[config.mk]
export PLATFORM = sky130hd
export DESIGN_NAME = pll_lock_sequencer
export DESIGN_NICKNAME = d
export VERILOG_FILES = /design/src/rtl/pll_lock_sequencer.sv
export SDC_FILE = /design/constraint.sdc
export NUM_CORES = 1
export LEC_CHECK = 0
export ABC_AREA = 1
export BUFFER_PORTS_ARGS = -buffer_cell sky130_fd_sc_hd__buf_2
export CORE_ASPECT_RATIO = 1.5
export CORE_MARGIN = 5
export CORE_UTILIZATION = 40
export CTS_BUF_LIST = sky130_fd_sc_hd__clkbuf_4 sky130_fd_sc_hd__clkbuf_8
export DETAILED_ROUTE_END_ITERATION = 16
export PLACE_DENSITY = 0.67
export SLEW_MARGIN = 25
export SYNTH_ARGS = -nofsm -noshare
export SYNTH_HDL_FRONTEND = slang
export SYNTH_SLANG_ARGS = --single-unit
[constraint.sdc]
create_clock -name clk -period 1.9 [get_ports clk]
set_input_delay 0.095 -clock clk [delete_from_list [all_inputs] [get_ports clk]]
set_output_delay 0.095 -clock clk [all_outputs]
set_load 0.1 [all_outputs]
[src/rtl/pll_lock_sequencer.sv]
`default_nettype none
// ============================================================================
// Module      : pll_lock_sequencer
// Description : Sequences the PLL reset, qualifies PLL lock through a
//               synchronizer and settle window, gates the downstream clock
//               enable while lock is stable, and retries failed bring-up
//               attempts with a bounded budget before parking in sticky FAIL.
// Revision    : 1.0 - initial release
// ============================================================================
module pll_lock_sequencer #(
    parameter int RST_CYCLES    = 16,
    parameter int LOCK_TIMEOUT  = 1024,
    parameter int SETTLE_CYCLES = 64,
    parameter int MAX_RETRY     = 3,
    parameter int CNT_W         = 12
) (
    input  logic       clk,
    input  logic       rst,
    input  logic       enable,
    input  logic       pll_lock,
    input  logic       fail_clr,
    output logic       pllrst,
    output logic       clken,
    output logic       locked,
    output logic       fail,
    output logic [3:0] retry_cnt,
    output logic [2:0] state
);

    typedef enum logic [2:0] {
        S_IDLE      = 3'd0,
        S_RESET     = 3'd1,
        S_WAIT_LOCK = 3'd2,
        S_SETTLE    = 3'd3,
        S_RUN       = 3'd4,
        S_FAIL      = 3'd5
    } state_t;

    // Terminal timer values: the timer starts at zero on state entry, so the
    // last cycle of an N-cycle interval is N-1.
    localparam logic [CNT_W-1:0] c_RST_LAST    = CNT_W'(RST_CYCLES - 1);
    localparam logic [CNT_W-1:0] c_TIMEOUT     = CNT_W'(LOCK_TIMEOUT - 1);
    localparam logic [CNT_W-1:0] c_SETTLE_LAST = CNT_W'(SETTLE_CYCLES - 1);
    localparam logic [3:0]       c_MAX_RETRY   = 4'(MAX_RETRY);

    state_t           r_state;
    state_t           w_next_state;
    logic [CNT_W-1:0] r_timer;
    logic [3:0]       r_retry_cnt;
    logic [3:0]       w_next_retry;
    logic             r_lock_meta;
    logic             r_lock_sync;
    logic             w_retry;

    // Two-flop synchronizer for the asynchronous PLL lock pin.
    always_ff @(posedge clk) begin
        if (rst) begin
            r_lock_meta <= 1'b0;
            r_lock_sync <= 1'b0;
        end else begin
            r_lock_meta <= pll_lock;
            r_lock_sync <= r_lock_meta;
        end
    end

    // State, timer and retry-count registers; timer restarts on every state change.
    always_ff @(posedge clk) begin
        if (rst) begin
            r_state     <= S_IDLE;
            r_timer     <= '0;
            r_retry_cnt <= 4'd0;
        end else begin
            r_state     <= w_next_state;
            r_retry_cnt <= w_next_retry;
            if (w_next_state != r_state) begin
                r_timer <= '0;
            end else begin
                r_timer <= r_timer + 1'b1;
            end
        end
    end

    // Next-state decode: enable drop wins, then fail_clr, then lock/timer events.
    always_comb begin
        w_next_state = r_state;
        w_next_retry = r_retry_cnt;
        w_retry      = 1'b0;

        if ((r_state != S_IDLE) && (r_state != S_FAIL) && !enable) begin
            w_next_state = S_IDLE;
            w_next_retry = 4'd0;
        end else begin
            case (r_state)
                S_IDLE: begin
                    if (enable) begin
                        w_next_state = S_RESET;
                    end
                end
                S_RESET: begin
                    if (r_timer == c_RST_LAST) begin
                        w_next_state = S_WAIT_LOCK;
                    end
                end
                S_WAIT_LOCK: begin
                    if (r_lock_sync) begin
                        w_next_state = S_SETTLE;
                    end else if (r_timer == c_TIMEOUT) begin
                        w_retry = 1'b1;
                    end
                end
                S_SETTLE: begin
                    if (!r_lock_sync) begin
                        w_retry = 1'b1;
                    end else if (r_timer == c_SETTLE_LAST) begin
                        w_next_state = S_RUN;
                        w_next_retry = 4'd0;
                    end
                end
                S_RUN: begin
                    if (!r_lock_sync) begin
                        w_retry = 1'b1;
                    end
                end
                S_FAIL: begin
                    if (fail_clr) begin
                        w_next_state = S_IDLE;
                        w_next_retry = 4'd0;
                    end
                end
                default: begin
                    w_next_state = S_IDLE;
                    w_next_retry = 4'd0;
                end
            endcase

            // A failed attempt either consumes budget or, once exhausted, parks.
            // The count only advances below the limit, so it can never wrap.
            if (w_retry) begin
                if (r_retry_cnt >= c_MAX_RETRY) begin
                    w_next_state = S_FAIL;
                end else begin
                    w_next_state = S_RESET;
                    w_next_retry = r_retry_cnt + 4'd1;
                end
            end
        end
    end

    // Outputs decode straight from the registered state so clken drops on the
    // same edge the FSM leaves RUN.
    assign pllrst    = (r_state == S_IDLE) || (r_state == S_RESET) || (r_state == S_FAIL);
    assign clken     = (r_state == S_RUN);
    assign locked    = (r_state == S_RUN);
    assign fail      = (r_state == S_FAIL);
    assign retry_cnt = r_retry_cnt;
    assign state     = r_state;

endmodule
`default_nettype wire

==> impl_results.md, run 1 <==
* #FFs+latches synth at 21
* Max Used Layer: met4
* Final WS setup at roughly 0.096 ns
* Switching power at about 0.24 mW
* Worst Path Class, Setup: flop to flop
* Net Count, Synth at ~180
* Pwr per Cell Area at about 570 nW/um^2
* Crit end category: flop
* H-tree depth at 1
* Switching share of total power at 0.275
* Number of synthesized flops with an enable pin at 0
* Clock buffer depth at 2
* Total GRT Usage at 0.142
* ANT cells at 0
* Top_reg_cell synth: dfxtp_1
* First-pass iteration count of the detailed router at 4
* Crit path buffers/inverters at 0
* CTS tree: built
* Via/cell ratio at about 4.7
* WP depth at 13
* Register area share after synthesis at 0.364
* Warnings from Yosys at 0
* Number of clock sinks at 21
* Core Util, Final at 0.533
* Status: finished clean
* Filler cells at about 300
* PortBufs at 15
* Slew @ Worst Pin at 0.487 ns
* Reg2reg path depth at 13
* Leak at slightly below 0.7 nW
* IO Pins at 16
* Footprint of the multi-input gates at around 740 um^2
* Sequential cell area at 429 um^2
* Final #Nets at just over 200
* Peak VDD IR at between 0.4 and 0.5 mV
* Drt total wl at between 2000 and 3000 um
* Die area at around 4100 um^2
* Fmax at between 0.5 and 0.6 GHz
* Post-Syn Area per Cell at 6.80 um^2
* Worst hold margin at between 0.03 and 0.04 ns
* Pin count of the biggest net entering global routing at 14
* Part of the power in registers at 0.524
* CP delay by family, top: simple AND/OR/NAND/NOR gates
* Setup violations, final at 0
* Vias in the first global route at 1,006
* Setup TNS at 0 ns
* Power Internal at around 0.63 mW
* Post-route ant nets at 0
* Core area at 2850 um^2
* Worst Path Arrival at approximately 2 ns
* Placement Cell Area at ~1300 um^2
* Hold Buf Count CTS at 0
* Fin crit share at 0.949
* Die X at approximately 54 um
* Period minus WS final at around 1.8 ns
* Clk pin slew, worst setup/hold paths at approximately 0.080 ns
* Grt total ovfl at 0
* Std cell rows at 24
* Placer congestion estimate at 0.802
* Final slew viol count at 0
* Worst path cell trace: ha_4 -> nand2_1 -> nor2_2 -> nand2_2 -> nor2_2 -> nand3_2 -> nand2_2 -> nand2_4 -> nand3_4 -> nand2_2 -> nand2_4 -> nand3_4 -> nor2_2
* Vias post-DR at roughly 1,100
* Cell Area, Synth at ~1200 um^2
* Met3 WL at ~43 um
* Yosys cell types at 23
* Initial DRC count at 8
* Avg WL per Cell at around 12 um
* Detail Placement HPWL at 1990 um
* Type of origin of the critical path: flop
* Logic gate share of total power at 0.123
* Post-route design area at 1520 um^2
* Type of the worst min-delay path: input pin to flop
* Worst Path Required at 2.11 ns
* Slew margin rel. at 0.677
* Syn Inst Count at between 150 and 200
* Slowest CP cell: dfxtp_2
* Clock latency at the later pin of the worst-skew pair at 0.27 ns
* Ys async rst share at 0
* WL met1 at approximately 1100 um
* # DRC at 0
* First-pass GRT wire length at around 4200 um
* Depth of the worst hold-timing path at 3
* Root buf cell: clkbuf_8
* Layout cells sized above 1 at 0.338
* Chip Height at approximately 76 um
* Clock Power Share at 0.353
* Starting density of the core at 0.405
* CP max FO at 6
* Worst Skew at approximately 0.0043 ns
* # Max-Cap Violations at 0
* CTS buffer count at 3
* Final Hold Vio Count at 0
* Worst stage delay on the critical path at between 0.3 and 0.4 ns
* Area Overhead vs Synth at 31.5%
* Met2 routed WL at roughly 1600 um
* Setup WS pre-CTS at -0.0214 ns
* Initial antenna violation count at 0
[path summary, 6_finish.rpt]
path	slack [ns]	start	to
setup / recovery	0.1	r_timer[1]$_SDFF_PP0_	r_timer[6]$_SDFF_PP0_
hold / removal	0.03	pll_lock	r_lock_meta$_SDFF_PP0_
setup reg to reg	0.1	r_timer[1]$_SDFF_PP0_	r_timer[6]$_SDFF_PP0_
hold reg to reg	0.41	r_lock_meta$_SDFF_PP0_	r_lock_sync$_SDFF_PP0_
[per-layer routing]
layer  track usage  vias up
met4        0.0852        0
met3        0.0176        6
li1              -      592
met1         0.156      515
met2         0.253       11
met5             0        -
[state kept, by name, indices dropped and copies added (netlist names)]
register,cells
r_timer,12
r_lock_sync,1
r_lock_meta,1
retry_cnt,4
state,3
[power by group through the flow]
| stage | clock [mW] | combinational [mW] | sequential [mW] |
|---|---|---|---|
| CTS | 0.318 | 0.0908 | 0.455 |
| detailed placement | 0 | 0.0871 | 0.465 |
| floorplan | 0 | 0.0507 | 0.479 |
| finish | 0.308 | 0.107 | 0.458 |
| global route | 0.345 | 0.119 | 0.459 |
| global placement | 0 | 0.0865 | 0.465 |
[cells in the mapped netlist (2+ instances only)]
master	count	share of area
a21oi_1	3	0.013
dfxtp_1	21	0.36
ha_1	2	0.022
inv_1	24	0.078
inv_2	2	0.0065
nand2_1	30	0.097
nand2_2	3	0.016
nand3_1	15	0.065
nand3_2	2	0.017
nand4_1	4	0.022
nor2_1	38	0.12
nor3_1	3	0.013
o21ai_0	5	0.022
xnor2_1	4	0.030
xor2_1	6	0.045
[through the flow]
stage               power (mW)  cells
floorplan                0.530    170
global placement         0.552    229
detailed placement       0.552    229
CTS                      0.864    233
global route             0.923    237
finish                   0.873    237
[layout make-up]
type	count	area share
multi-input combinational	122	0.490
clock buffer	3	0.0272
timing repair buffer	25	0.0988
clock inverter	1	0.00412
inverter	26	0.0658
sequential	21	0.282
tap	39	0.0321
[cell usage in the layout, fill, tap and decap left out, types with 2 or more instances in the layout]
| cell | instances |
|---|---|
| nand2_4 | 2 |
| nand3_2 | 3 |
| buf_2 | 15 |
| buf_4 | 10 |
| nand3_4 | 3 |
| o21ai_0 | 4 |
| xnor2_1 | 4 |
| nand2_2 | 5 |
| nand3_1 | 12 |
| clkbuf_8 | 3 |
| inv_4 | 2 |
| dfxtp_2 | 4 |
| nor2_2 | 12 |
| nand4_1 | 4 |
| dfxtp_1 | 16 |
| xor2_1 | 6 |
| a21oi_1 | 2 |
| nor2_1 | 26 |
| nand2_1 | 26 |
| inv_1 | 24 |
| nor3_1 | 3 |
[worst reg2reg max path, cell delays in order (launching register included)]
cell and delay [ns]:
dfxtp_2 0.35, ha_4 0.14, nand2_1 0.06, nor2_2 0.15, nand2_2 0.08, nor2_2 0.12, nand3_2 0.11, nand2_2 0.12
nand2_4 0.07, nand3_4 0.07, nand2_2 0.07, nand2_4 0.11, nand3_4 0.15, nor2_2 0.13
[cell families (layout without fill, tap and decap cells)]
family                   Yosys count  after routing  share of synthesized area
AND/OR/NAND/NOR                  100            101                      0.396
AO/OA/AOI/OAI                      9              9                     0.0422
flip-flops                        21             21                      0.364
XOR/XNOR                          10             10                     0.0758
buffers and inverters             28             55                      0.101
adder cells (fa/ha/maj)            2              2                     0.0216
[repair_timing]
item / 4_1_cts / 5_1_grt
gates cloned: 0 / 1
endpoints found under the setup margin: 12 / 14
buffers inserted: 0 / 3
resized for setup: 1 / 26
pin swaps: 0 / 11
Note: power is estimated with default switching activity, not from simulation.
==> inputs of run 2 (changes only) <==
--- a/config.mk
+++ b/config.mk
@@ -5,14 +5,13 @@
 export SDC_FILE = /design/constraint.sdc
 export NUM_CORES = 1
 export LEC_CHECK = 0
-export ABC_AREA = 1
 export BUFFER_PORTS_ARGS = -buffer_cell sky130_fd_sc_hd__buf_2
 export CORE_ASPECT_RATIO = 1.5
 export CORE_MARGIN = 5
 export CORE_UTILIZATION = 40
 export CTS_BUF_LIST = sky130_fd_sc_hd__clkbuf_4 sky130_fd_sc_hd__clkbuf_8
 export DETAILED_ROUTE_END_ITERATION = 16
-export PLACE_DENSITY = 0.67
+export PLACE_DENSITY = 0.66
 export SLEW_MARGIN = 25
 export SYNTH_ARGS = -nofsm -noshare
 export SYNTH_HDL_FRONTEND = slang
==> constraint.sdc (replaced) <==
create_clock -name clk -period 1.9 [get_ports clk]
set_input_delay 0.285 -clock clk [delete_from_list [all_inputs] [get_ports clk]]
set_output_delay 0.285 -clock clk [all_outputs]
set_load 0.1 [all_outputs]
==> run 2 against run 1 <==
Compared with the run above:
- worst hold slack improved by 0.20 ns
- global-route usage grew 2.3 points
- critical path depth down 6
- the flow now finishes with violations (negative setup slack)
- via count increased by 13%
- register-to-register slack worse by 0.36 ns
==> impl_results.md, run 2 <==
* Logic gate share of total power at 0.149 (was 0.123)
* CTS tree: built (unchanged)
* Syn Inst Count at 138 (was 170)
* Register area share after synthesis at 0.321 (was 0.364)
* Grt total ovfl at 0 (unchanged)
* Top post-synthesis cells by count: dfxtp_1, nor2_1, nor4_2 (was nor2_1, nand2_1, inv_1)
* Net Count, Synth at 145 (was 177)
* CTS buffer count at 3 (unchanged)
* Reg2Reg Setup Slack at -0.26 ns (was 0.1 ns)
* Depth of the worst hold-timing path at 2 (was 3)
* Number of synthesized flops with an enable pin at 0 (unchanged)
* Area Overhead vs Synth at 48.9% (was 31.5%)
* Final Hold Vio Count at 0 (unchanged)
* Crit end category: flop (unchanged)
* CP delay by family, top: simple AND/OR/NAND/NOR gates (unchanged)
* Fin crit share at 1.14 (was 0.949)
* IO Pins at 16 (unchanged)
* R2r endpoint: r_timer[4]$_SDFF_PP0_ (was r_timer[6]$_SDFF_PP0_)
* Placer congestion estimate at 0.842 (was 0.802)
* Warnings from Yosys at 0 (unchanged)
* Pin count of the biggest net entering global routing at 14 (unchanged)
* Slew margin rel. at 0.675 (was 0.677)
* Tot Pwr at 0.898 mW (was 0.873 mW)
* ANT cells at 0 (unchanged)
* Drt total wl at 3650 um (was 2780 um)
* Worst Path Required at 2.08 ns (was 2.11 ns)
* Initial DRC count at 29 (was 8)
* Switching share of total power at 0.274 (was 0.275)
* Slowest CP cell: or4_4 (was dfxtp_2)
* Yosys cell types at 45 (was 23)
* Clock Power Share at 0.355 (was 0.353)
* Clock buffer depth at 2 (unchanged)
* Final WS setup at -0.264 ns (was 0.0962 ns)
* Starting density of the core at 0.415 (was 0.405)
* Filler cells at 259 (was 299)
* PortBufs at 15 (unchanged)
* Failing checks: negative setup slack
* Max reg flops at 12 (unchanged)
* Pwr per Cell Area at 460 nW/um^2 (was 574 nW/um^2)
* Number of clock sinks at 21 (unchanged)
* Type of the worst min-delay path: input pin to flop (unchanged)
* Cell Area, Synth at 1310 um^2 (was 1160 um^2)
* CP max FO at 7 (was 6)
* Std cell rows at 25 (was 24)
* Final #Nets at 197 (was 206)
* Avg WL per Cell at 15.9 um (was 11.7 um)
* Slew @ Worst Pin at 0.490 ns (was 0.487 ns)
* Post-Syn Area per Cell at 9.49 um^2 (was 6.80 um^2)
* Worst stage delay on the critical path at 0.55 ns (was 0.35 ns)
* Clock latency at the later pin of the worst-skew pair at 0.27 ns (about the same)
* First-pass GRT wire length at 5980 um (was 4240 um)
* Worst Path Arrival at 2.35 ns (was 2.02 ns)
* Highest-count cells in the layout ignoring fill and taps: buf_4, dfxtp_1, buf_2 (was nand2_1, nor2_1, inv_1)
* Die X at 56.7 um (was 53.9 um)
* Core area at 3160 um^2 (was 2850 um^2)
* Leak at 0.778 nW (was 0.682 nW)
* Via/cell ratio at 5.53 (was 4.74)
* Chip Height at 80.1 um (was 75.8 um)
* RR Startpoint: r_timer[8]$_SDFF_PP0_ (was r_timer[1]$_SDFF_PP0_)
* #FFs+latches synth at 21 (unchanged)
* Post-synth top area cell: dfxtp_1 (unchanged)
* Top reg by flops: r_timer (unchanged)
* Layout cells sized above 1 at 0.561 (was 0.338)
* Top post-synthesis cells by area: dfxtp_1, nor4_2, xor2_1, nor2_1, a21oi_1 (was dfxtp_1, nor2_1, nand2_1, inv_1, nand3_1)
* Setup violations, final at 12 (was 0)
* Initial antenna violation count at 0 (unchanged)
* Start point of the worst hold path: pll_lock (unchanged)
* # DRC at 0 (unchanged)
* Die area at 4540 um^2 (was 4090 um^2)
* Worst Path Class, Setup: flop to flop (unchanged)
* First-pass iteration count of the detailed router at 4 (unchanged)
* Fmax at 0.462 GHz (was 0.554 GHz)
* Detail Placement HPWL at 2530 um (was 1990 um)
* Top_reg_cell synth: dfxtp_1 (unchanged)
* Type of origin of the critical path: flop (unchanged)
* Root buf cell: clkbuf_8 (unchanged)
* Vias in the first global route at 1,316 (was 1,006)
* Hold endpoint: r_lock_meta$_SDFF_PP0_ (unchanged)
* H-tree depth at 1 (unchanged)
* Clk pin slew, worst setup/hold paths at 0.08 ns (about the same)
* Power Internal at 0.652 mW (was 0.633 mW)
* Part of the power in registers at 0.497 (was 0.524)
* Total GRT Usage at 0.165 (was 0.142)
* # Max-Cap Violations at 0 (unchanged)
* Setup TNS at -2.77 ns (was 0 ns)
* Worst path cell trace: or4_4 -> nor2_4 -> a41oi_2 -> a211o_4 -> xnor2_4 -> buf_6 -> nor4_4 (was ha_4 -> nand2_1 -> nor2_2 -> nand2_2 -> nor2_2 -> nand3_2 -> nand2_2 -> nand2_4 -> nand3_4 -> nand2_2 -> nand2_4 -> nand3_4 -> nor2_2)
* Period minus WS final at 2.16 ns (was 1.80 ns)
* Peak VDD IR at 0.359 mV (was 0.420 mV)
* RSZ-0062 raised after global routing: yes
* Vias post-DR at 1,266 (was 1,124)
* Worst Skew at 0.00335 ns (was 0.00429 ns)
* Commonest non-fill, non-tap cell in the layout: buf_4
* Crit path buffers/inverters at 1 (was 0)
* Post-synth top area share at 0.321 (was 0.364)
* Reg2reg path depth at 7 (was 13)
* Post-route ant nets at 0 (unchanged)
* Most common cell in the netlist: dfxtp_1 (was nor2_1)
* Status: finished with violations (was finished clean)
* Final slew viol count at 0 (unchanged)
* Switching power at 0.246 mW (was 0.240 mW)
* Ys async rst share at 0 (unchanged)
==> run 2: cell count changes after synthesis, moves of 4 or more <==
cell	change
nor2_1	-28
a21oi_1	+4
nor4_1	+4
o21ai_0	-5
nor4_2	+10
nand2_1	-21
inv_1	-17
nand3_1	-8
==> run 2: per-stage QoR <==
stage | utilization | cell area, um^2 | worst slack (ns) | hold slack (ns) | instances
after floorplan | - | 1380 | -0.232 | 0.352 | 138
after global placement | 0.547 | 1730 | -0.272 | 0.424 | 218
after detailed placement | 0.547 | 1730 | -0.311 | 0.442 | 218
after CTS | 0.587 | 1860 | -0.263 | 0.230 | 226
after global routing | 0.617 | 1950 | -0.375 | 0.277 | 229
final | 0.617 | 1950 | -0.264 | 0.235 | 229
==> run 2: cells by family (layout without fill, tap and decap cells) <==
family                     after synthesis  after routing  share of synthesized area
AOI/OAI and AO/OA                       25             25                      0.155
xor gates and xnor gates                12             12                     0.0946
adders and majority gates                2              2                     0.0191
buffers and inverters                   14             64                     0.0678
DFF                                     21             21                      0.321
muxes                                    1              2                     0.0115
and+or+nand+nor                         63             63                      0.331
==> run 2: worst max path at each step <==
stage                           from                      to  slack (ns)  depth (start not counted)
2_1_floorplan    state[2]$_SDFF_PP0_  r_timer[11]$_SDFF_PP0_       -0.23                          7
3_3_place_gp   r_timer[8]$_SDFF_PP0_   r_timer[2]$_SDFF_PP0_       -0.27                          6
3_5_place_dp   r_timer[9]$_SDFF_PP0_   r_timer[2]$_SDFF_PP0_       -0.31                          7
4_1_cts        r_timer[9]$_SDFF_PP0_   r_timer[4]$_SDFF_PP0_       -0.26                          7
5_1_grt        r_timer[8]$_SDFF_PP0_   r_timer[4]$_SDFF_PP0_       -0.38                          7
6_report       r_timer[8]$_SDFF_PP0_   r_timer[4]$_SDFF_PP0_       -0.26                          7
==> run 2: power groups by stage <==
| stage | sequential [mW] | combinational, mW | clock, mW |
|---|---|---|---|
| after floorplan | 0.470 | 0.0661 | 0 |
| after CTS | 0.446 | 0.127 | 0.322 |
| after detailed placement | 0.455 | 0.115 | 0 |
| after global placement | 0.455 | 0.111 | 0 |
| final | 0.446 | 0.133 | 0.319 |
| after global routing | 0.447 | 0.141 | 0.347 |
==> run 2: area by class of cell <==
class | instances | area [um^2] | share of cell area
multi-input cells | 104 | 943 | 0.484
well taps | 40 | 50.0 | 0.0257
inverters | 7 | 30.0 | 0.0154
clock buffers | 4 | 48.8 | 0.0250
repair buffers | 53 | 435 | 0.223
flip-flops and latches | 21 | 443 | 0.227
==> run 2: timing repair <==
| action | in CTS | in global routing |
|---|---|---|
| hold buffers | 0 | 0 |
| gates resized for setup | 9 | 13 |
| endpoints found under the setup margin | 12 | 14 |
| buffers inserted | 3 | 3 |
| pin swaps | 9 | 13 |
| gates cloned | 1 | 0 |
==> run 2: layer usage <==
layer	track usage	share of wire
met4	0.0523	0.021
met3	0.0273	0.030
met2	0.322	0.57
met5	0	0
met1	0.175	0.37
